File: config.mk
export PLATFORM = sky130hd
export DESIGN_NAME = uart_rx_param
export DESIGN_NICKNAME = d
export VERILOG_FILES = /design/src/rtl/uart_rx_param.sv
export SDC_FILE = /design/constraint.sdc
export NUM_CORES = 1
export LEC_CHECK = 0
export BUFFER_PORTS_ARGS = -buffer_cell sky130_fd_sc_hd__buf_2
export CAP_MARGIN = 20
export CORE_UTILIZATION = 55
export CTS_CLUSTER_DIAMETER = 80
export DETAILED_ROUTE_END_ITERATION = 8
export PLACE_DENSITY = 0.75
export SLEW_MARGIN = 20
export SYNTH_ARGS = -nofsm -noshare
export SYNTH_HDL_FRONTEND = slang
export SYNTH_SLANG_ARGS = --single-unit
File: constraint.sdc
create_clock -name clk -period 2.2 [get_ports clk]
set_input_delay 0.44 -clock clk [delete_from_list [all_inputs] [get_ports clk]]
set_output_delay 0.44 -clock clk [all_outputs]
set_load 0.01 [all_outputs]
File: src/rtl/uart_rx_param.sv
// -----------------------------------------------------------------------------
// uart_rx_param
// Parametrised oversampling UART receiver with valid/ready word delivery.
//
// The serial line passes a 2-FF synchroniser. On each sample_en tick the FSM
// advances through START -> DATA -> (PAR) -> STOP. Each bit is voted from the
// samples taken at ticks M-1, M and M+1 (M = OVERSAMPLE/2). The bit value is
// decided at tick M+1.
//
// Parameters:
//   OVERSAMPLE  sample ticks per bit (even, >= 8)
//   DATA_BITS   data bits per frame (5..9), LSB first
//   PARITY      0 none, 1 odd, 2 even
//   STOP_BITS   1 or 2
//
// Ports:
//   clk         clock
//   rst         synchronous reset, active-high
//   sample_en   oversample tick (1-clk pulse at OVERSAMPLE x baud)
//   in          asynchronous serial line, idle high
//   data        received word
//   valid       data/flags valid, held until accepted
//   ready       consumer accepts when valid & ready
//   frame_err   a stop bit was sampled 0
//   parity_err  parity mismatch (always 0 when PARITY = 0)
//   brk         break: data, parity and stop bits all 0
//   overrun     an unaccepted word was overwritten by this one
//   busy        receiver is not idle
// -----------------------------------------------------------------------------
module uart_rx_param #(
    parameter int OVERSAMPLE = 16,
    parameter int DATA_BITS  = 8,
    parameter int PARITY     = 0,
    parameter int STOP_BITS  = 1
) (
    input  logic                 clk,
    input  logic                 rst,
    input  logic                 sample_en,
    input  logic                 in,
    output logic [DATA_BITS-1:0] data,
    output logic                 valid,
    input  logic                 ready,
    output logic                 frame_err,
    output logic                 parity_err,
    output logic                 brk,
    output logic                 overrun,
    output logic                 busy
);

    localparam int M  = OVERSAMPLE / 2;
    localparam int TW = $clog2(OVERSAMPLE);
    localparam int BW = $clog2(DATA_BITS + 1);

    localparam logic [TW-1:0] T_LO  = TW'(M - 1);
    localparam logic [TW-1:0] T_MID = TW'(M);
    localparam logic [TW-1:0] T_HI  = TW'(M + 1);
    localparam logic [TW-1:0] T_END = TW'(OVERSAMPLE - 1);
    localparam logic [BW-1:0] BITS_LAST = BW'(DATA_BITS - 1);
    localparam logic          STOP_LAST = 1'(STOP_BITS - 1);

    typedef enum logic [2:0] {
        ST_IDLE,
        ST_START,
        ST_DATA,
        ST_PAR,
        ST_STOP
    } state_t;

    state_t state_reg, state_next;

    logic                 sync1_reg, sync2_reg;
    logic                 last_reg;
    logic [TW-1:0]        tick_reg;
    logic [1:0]           samp_reg;
    logic [BW-1:0]        bit_cnt_reg;
    logic                 stop_cnt_reg;
    logic [DATA_BITS-1:0] shift_reg;
    logic                 par_acc_reg;
    logic                 zero_reg;
    logic                 fe_reg;

    logic line;
    logic vote;
    logic bit_decide;
    logic bit_end;
    logic commit;
    logic pe_new;

    assign line       = sync2_reg;
    // Majority of the two stored samples and the live sample at tick M+1.
    assign vote       = (samp_reg[0] & samp_reg[1]) | (samp_reg[0] & line) | (samp_reg[1] & line);
    assign bit_decide = sample_en && (tick_reg == T_HI);
    assign bit_end    = sample_en && (tick_reg == T_END);
    assign busy       = (state_reg != ST_IDLE);

    // ------------------------------------------------------------------
    // FSM: state register
    // ------------------------------------------------------------------
    always_ff @(posedge clk) begin
        if (rst) begin
            state_reg <= ST_IDLE;
        end else begin
            state_reg <= state_next;
        end
    end

    // ------------------------------------------------------------------
    // FSM: next state and commit strobe
    // ------------------------------------------------------------------
    always_comb begin
        state_next = state_reg;
        commit     = 1'b0;
        case (state_reg)
            ST_IDLE: begin
                // Falling edge only: a line stuck low never starts a frame.
                if (sample_en && !line && last_reg) begin
                    state_next = ST_START;
                end
            end
            ST_START: begin
                if (bit_decide && vote) begin
                    state_next = ST_IDLE;
                end else if (bit_end) begin
                    state_next = ST_DATA;
                end
            end
            ST_DATA: begin
                if (bit_end && (bit_cnt_reg == BITS_LAST)) begin
                    state_next = (PARITY != 0) ? ST_PAR : ST_STOP;
                end
            end
            ST_PAR: begin
                if (bit_end) begin
                    state_next = ST_STOP;
                end
            end
            ST_STOP: begin
                // Leave as soon as the last stop bit is decided so a
                // back-to-back start edge can be caught.
                if (bit_decide && (stop_cnt_reg == STOP_LAST)) begin
                    commit     = 1'b1;
                    state_next = ST_IDLE;
                end
            end
            default: state_next = ST_IDLE;
        endcase
    end

    // par_acc_reg holds XOR of data bits and the received parity bit.
    always_comb begin
        case (PARITY)
            1:       pe_new = ~par_acc_reg;
            2:       pe_new = par_acc_reg;
            default: pe_new = 1'b0;
        endcase
    end

    // ------------------------------------------------------------------
    // Synchroniser, sampling and frame accumulation
    // ------------------------------------------------------------------
    always_ff @(posedge clk) begin
        if (rst) begin
            sync1_reg    <= 1'b1;
            sync2_reg    <= 1'b1;
            last_reg     <= 1'b1;
            tick_reg     <= '0;
            samp_reg     <= '0;
            bit_cnt_reg  <= '0;
            stop_cnt_reg <= 1'b0;
            shift_reg    <= '0;
            par_acc_reg  <= 1'b0;
            zero_reg     <= 1'b1;
            fe_reg       <= 1'b0;
        end else begin
            sync1_reg <= in;
            sync2_reg <= sync1_reg;
            if (sample_en) begin
                last_reg <= line;
                if (state_reg == ST_IDLE) begin
                    tick_reg     <= '0;
                    bit_cnt_reg  <= '0;
                    stop_cnt_reg <= 1'b0;
                    par_acc_reg  <= 1'b0;
                    zero_reg     <= 1'b1;
                    fe_reg       <= 1'b0;
                end else begin
                    tick_reg <= (tick_reg == T_END) ? '0 : tick_reg + TW'(1);
                    if (tick_reg == T_LO) begin
                        samp_reg[0] <= line;
                    end
                    if (tick_reg == T_MID) begin
                        samp_reg[1] <= line;
                    end
                    if (tick_reg == T_HI) begin
                        case (state_reg)
                            ST_DATA: begin
                                shift_reg   <= {vote, shift_reg[DATA_BITS-1:1]};
                                par_acc_reg <= par_acc_reg ^ vote;
                                zero_reg    <= zero_reg & ~vote;
                            end
                            ST_PAR: begin
                                par_acc_reg <= par_acc_reg ^ vote;
                                zero_reg    <= zero_reg & ~vote;
                            end
                            ST_STOP: begin
                                fe_reg       <= fe_reg | ~vote;
                                zero_reg     <= zero_reg & ~vote;
                                stop_cnt_reg <= stop_cnt_reg + 1'b1;
                            end
                            default: ;
                        endcase
                    end
                    if (bit_end && (state_reg == ST_DATA)) begin
                        bit_cnt_reg <= bit_cnt_reg + BW'(1);
                    end
                end
            end
        end
    end

    // ------------------------------------------------------------------
    // Output word and handshake
    // ------------------------------------------------------------------
    always_ff @(posedge clk) begin
        if (rst) begin
            data       <= '0;
            valid      <= 1'b0;
            frame_err  <= 1'b0;
            parity_err <= 1'b0;
            brk        <= 1'b0;
            overrun    <= 1'b0;
        end else if (commit) begin
            // Last stop bit vote is still live this cycle, fold it in here.
            data       <= shift_reg;
            valid      <= 1'b1;
            frame_err  <= fe_reg | ~vote;
            parity_err <= pe_new;
            brk        <= zero_reg & ~vote;
            overrun    <= valid & ~ready;
        end else if (valid && ready) begin
            valid <= 1'b0;
        end
    end

endmodule

# After elaboration in Yosys (flattened, before gate mapping)
# Index checks and enable logic that the tools add are counted.
# Widths: inputs -> output; s select.
# totals
word_cells,95
in_bits,5
register_bits,39
output_inout_bits,14
# classes
n_eq_ne,14
n_bitwise,12
n_mux,24
addsub,3
reduce_logical,25
# ops
cell,count
$mux 3,6
$mux 4,4
$pmux 3 s5,1
$mux 1,13
$eq 4x4->1 const B,3
$reduce_and 3->1,4
$reduce_bool 2->1,5
$logic_and 1x1->1,9
$add 4x1->4 const B,2
$eq 4x3->1 const B,2
$ne 2x2->1 const B,4
$eq 3x2->1 const B,2
$and 1x1->1,5
$reduce_and 5->1,1
$not 1->1,4
$reduce_and 4->1,1
$eq 3x1->1 const B,1
$eq 3x3->1 const B,1
$logic_not 3->1,1
$ne 3x3->1 const B,1
$or 1x1->1,3
$reduce_bool 3->1,1
$reduce_or 3->1,1
$reduce_and 2->1,1
other kinds (2),2

# Logic depth before layout (Yosys ltp)
# logic_depth
depth_word,8
depth_mapped,8
mapped_depth_nobuf,6

# Worst setup path before layout
# OpenSTA, ideal clock, no wires.
# synth_timing
path_kind,register -> register
from,register tick_reg[0]
to,register state_reg[0]
stages_incl_launch_ff,7
arrival_ns,1.508
n_path_buf,1
setup_slack_ns,0.569
period_less_slack_ns,1.631
setup_ns,0.123
required_ns,2.077
path_cell_list,dfxtp_1 ha_1 and4_1 clkbuf_1 a211o_1 o2111ai_2 mux2_1
# synth_between
elab_chain_len,5
word_cells_on_any_way,14
cone_classes,eq/ne: 6; mux: 2; reduce/logical: 6
# synth_rtl
item,line_no,rtl
from (decl),73,logic [TW-1:0] tick_reg;
from (signal assigned),187,tick_reg <= (tick_reg == T_END) ? '0 : tick_reg + TW'(1);
$eq 4x4->1 (on tied branches),"92, 93",
$logic_and 1x1->1 (on tied branches),"92, 93",
$logic_and 1x1->1 (on tied branches),"121, 128, 140",
"$ne 3x3->1 (no source line), or another cell as far along",-,
$reduce_and 5->1 (no source line) / $pmux 3 s5 (equally long branches),-,
to (signal assigned),103,state_reg <= state_next;
to (decl),69,"state_t state_reg, state_next;"
# Several ways; a longest one is shown, not always the timed one.
# A chain may end at the register's enable or synchronous reset.

# Worst setup path in the final report
# layout_timing
from,register state_reg[1]
to,output port busy
# layout_between
elab_chain_len,1
# layout_rtl
item,line_no,rtl
$reduce_bool 3->1,94,assign busy = (state_reg != ST_IDLE);
to (decl),47,output logic busy
# Every way passes these cells.

==> metrics.txt <==
CTS root buffer=clkbuf_4; mapped cell area=about 1800 µm²; final hold viol count=0; Final Wtd Congestion=0.848; aggregate global routing overflow=0; number of flops mapped to enable cells by yosys=0; critical path peak fanout=10; synthesis-to-finish area growth=9.06%; yosys synthesis warning count=0; final setup violating endpoints=0; Worst Reg-to-Reg Cells=5; clock slew at reported path FFs=around 0.11 ns; Num CTS Buffers=5; area taken by multi-input logic gates=880 µm²; Crit-path slowest cell=dfxtp_1; I/O Buffers=17; fraction of power spent switching nets=0.250; # fillers=around 270; launching point of the worst reg2reg path=tick_reg[0]; Setup Total Neg Slack=0 ns; Layout Nets=210; worst hold stages=2; portion of the post-synthesis area used by sequential elements=0.442; std cell rows=20; Worst R2R Setup Slack=approximately 0.43 ns; flip-flop cell with the highest count after synthesis=dfxtp_1; total vias in the final route=~1300; Crit path arrival time=1.37 ns; Maximum Capacitance Violations=0; wire length of the first global-routing pass=approximately 5200 µm; achievable clock frequency=roughly 550 MHz; post-CTS setup-driven buffer insertion count=0; category of the worst setup path capture point=output pin; fraction of final layout cells sized beyond drive strength 1=0.178; final antenna-violating net count=0; critical path type=reg -> out; total nets after synthesis=195; combinational fraction of design power=0.135; maximum number of pins on one net before global-route repair=36; power per standard cell area=between 700 and 800 nW/µm²; Die X=58.7 µm; required time at the endpoint of the critical path=between 1.5 and 2 ns; largest vdd supply drop=between 0.4 and 0.5 mV; critical path startpoint=state_reg[1]; transition at the pin with the smallest max-transition slack=a little under 0.6 ns; Worst Skew=0.0131 ns; GRT Total Usage=0.202; reg2reg end=state_reg[0]; Worst Min Path Start=in; unrepaired setup endpoints after global routing=false; minimum period implied by the final worst setup slack=1.81 ns; antenna violations before repair=0; Reg area=just under 800 µm²; Detailed Route WL=slightly above 3000 µm; number of buffers inserted for hold repair after clock tree synthesis=0; clock tree from TritonCTS=done; standby leakage power=0.000822 µW; final standard cell utilization of the core=0.632; clock share of power=0.346; final period utilization=0.824; Sink Count=39; Clk Latency, worst-skew pair=roughly 0.35 ns; mean instance size in the synthesized netlist=9.51 µm²; die area=3450 µm²; max incr delay on CP=around 0.57 ns; die extent in y=a little under 60 µm; switching power=between 300 and 400 µW; path category of the worst min-delay check=in -> reg; number of storage elements in the synthesis netlist=39; sequential group share of total power=0.520; fin worst setup slack=about 0.39 ns; area of the core=~3000 µm²; end of the worst hold path=sync1_reg; average via count per standard cell=5.42; share of synthesized flip-flops with an asynchronous set or reset=0; post-synthesis cell type count=between 40 and 50; overall power of the completed layout=1430 µW; Final Slew Violations=0; Critical Path Source Type=register; Inserted Diodes=0; run status=completed; # resized after CTS=0; total number of H-tree levels=2; half-perimeter wire length after detailed placement=between 2000 and 2500 µm; count of mapped cells out of synthesis=186; relative slew slack=0.609; maximum number of buffers from clock root to sink=2; Wirelength per Cell=about 12 µm; Pint=around 1100 µW; number of ports placed on the die boundary=19; cell breakdown of the critical path=nor3_2 > buf_4 > inv_2 > buf_2; initial core utilization=0.579; TritonRoute pass-1 iters=4; number of global-route vias before repair=~1200; post-route DRC violation count=0; Worst Setup Slack post-DPL=between 0.3 and 0.4 ns; drt initial violations=between 50 and 60
## power groups by stage
stage               clock [µW]  sequential, µW  combinational (µW)
finish                     493             741                 192
global route               544             744                 210
CTS                        513             742                 189
floorplan                    0             752                 141
detailed placement           0             758                 188
global placement             0             756                 182
## worst max path at each step
stage | endpoint | depth (start not counted)
2_1_floorplan | state_reg[0] | 6
3_3_place_gp | brk | 6
3_5_place_dp | data[6] | 6
4_1_cts | busy | 4
5_1_grt | state_reg[0] | 5
6_report | busy | 4
## cell usage in the layout (no fill, tap or decap), drive strengths merged, types with 3 or more instances in the layout
cell type and count:
nand3 3, clkbuf 6, o21ai 4, mux2i 20, o211ai 4, xor2 3, ha 4, nand2b 5
nor2 36, nand2 4, dfxtp 39, nor2b 4, buf 19, or2 3, a21oi 8, inv 7
## logic make-up (layout without fill, tap and decap cells)
| logic type | after synthesis | in the layout | share of synthesized area |
|---|---|---|---|
| xor+xnor | 3 | 3 | 0.0149 |
| simple gates | 69 | 69 | 0.204 |
| mux | 21 | 21 | 0.120 |
| fa+ha+maj | 5 | 5 | 0.0340 |
| flops | 39 | 39 | 0.442 |
| buf+inv | 18 | 34 | 0.0609 |
| compound gates | 30 | 30 | 0.123 |
| other cells | 1 | 1 | 0.00212 |
## routing by layer
metal | global-route usage | vias up | share of wire
met1 | 0.260 | 613 | 0.46
met2 | 0.310 | 42 | 0.47
li1 | - | 675 | -
met5 | 0 | - | 0
met3 | 0.0659 | 4 | 0.061
met4 | 0.0918 | 0 | 0.0098
## layout make-up
| cell class | count | area share |
|---|---|---|
| timing repair buffer | 19 | 0.0519 |
| multi-input combinational | 129 | 0.456 |
| tap | 44 | 0.0286 |
| clock inverter | 2 | 0.0182 |
| clock buffer | 6 | 0.0266 |
| sequential | 39 | 0.405 |
| inverter | 7 | 0.0136 |
## synthesized netlist by cell type, types with 3 or more instances
cell / n / area, µm²
nor2_1: 36 / 135
nand2b_1: 5 / 31.3
inv_1: 6 / 22.5
clkbuf_1: 5 / 18.8
mux2i_1: 20 / 200
xor2_1: 3 / 26.3
dfxtp_1: 39 / 781
nor2b_1: 4 / 25.0
ha_1: 4 / 50.1
o21ai_0: 4 / 20.0
or2_2: 3 / 18.8
nand2_1: 4 / 15.0
o211ai_1: 4 / 30.0
a21oi_1: 8 / 40.0
## per-stage QoR
step / hold slack (ns) / cells / instance area, µm²
after CTS: 0.256 / 246 / 1930
after detailed placement: 0.413 / 238 / 1840
after global routing: 0.245 / 246 / 1930
after global placement: 0.397 / 238 / 1840
after floorplan: 0.389 / 186 / 1770
final: 0.277 / 246 / 1930
## critical path: cells and delay by family (launching register included)
| family | cells | cell delay [ns] |
|---|---|---|
| buffers and inverters | 3 | 0.39 |
| and+or+nand+nor | 1 | 0.06 |
| DFF | 1 | 0.57 |
No activity file was read; power rests on OpenSTA's default activity.
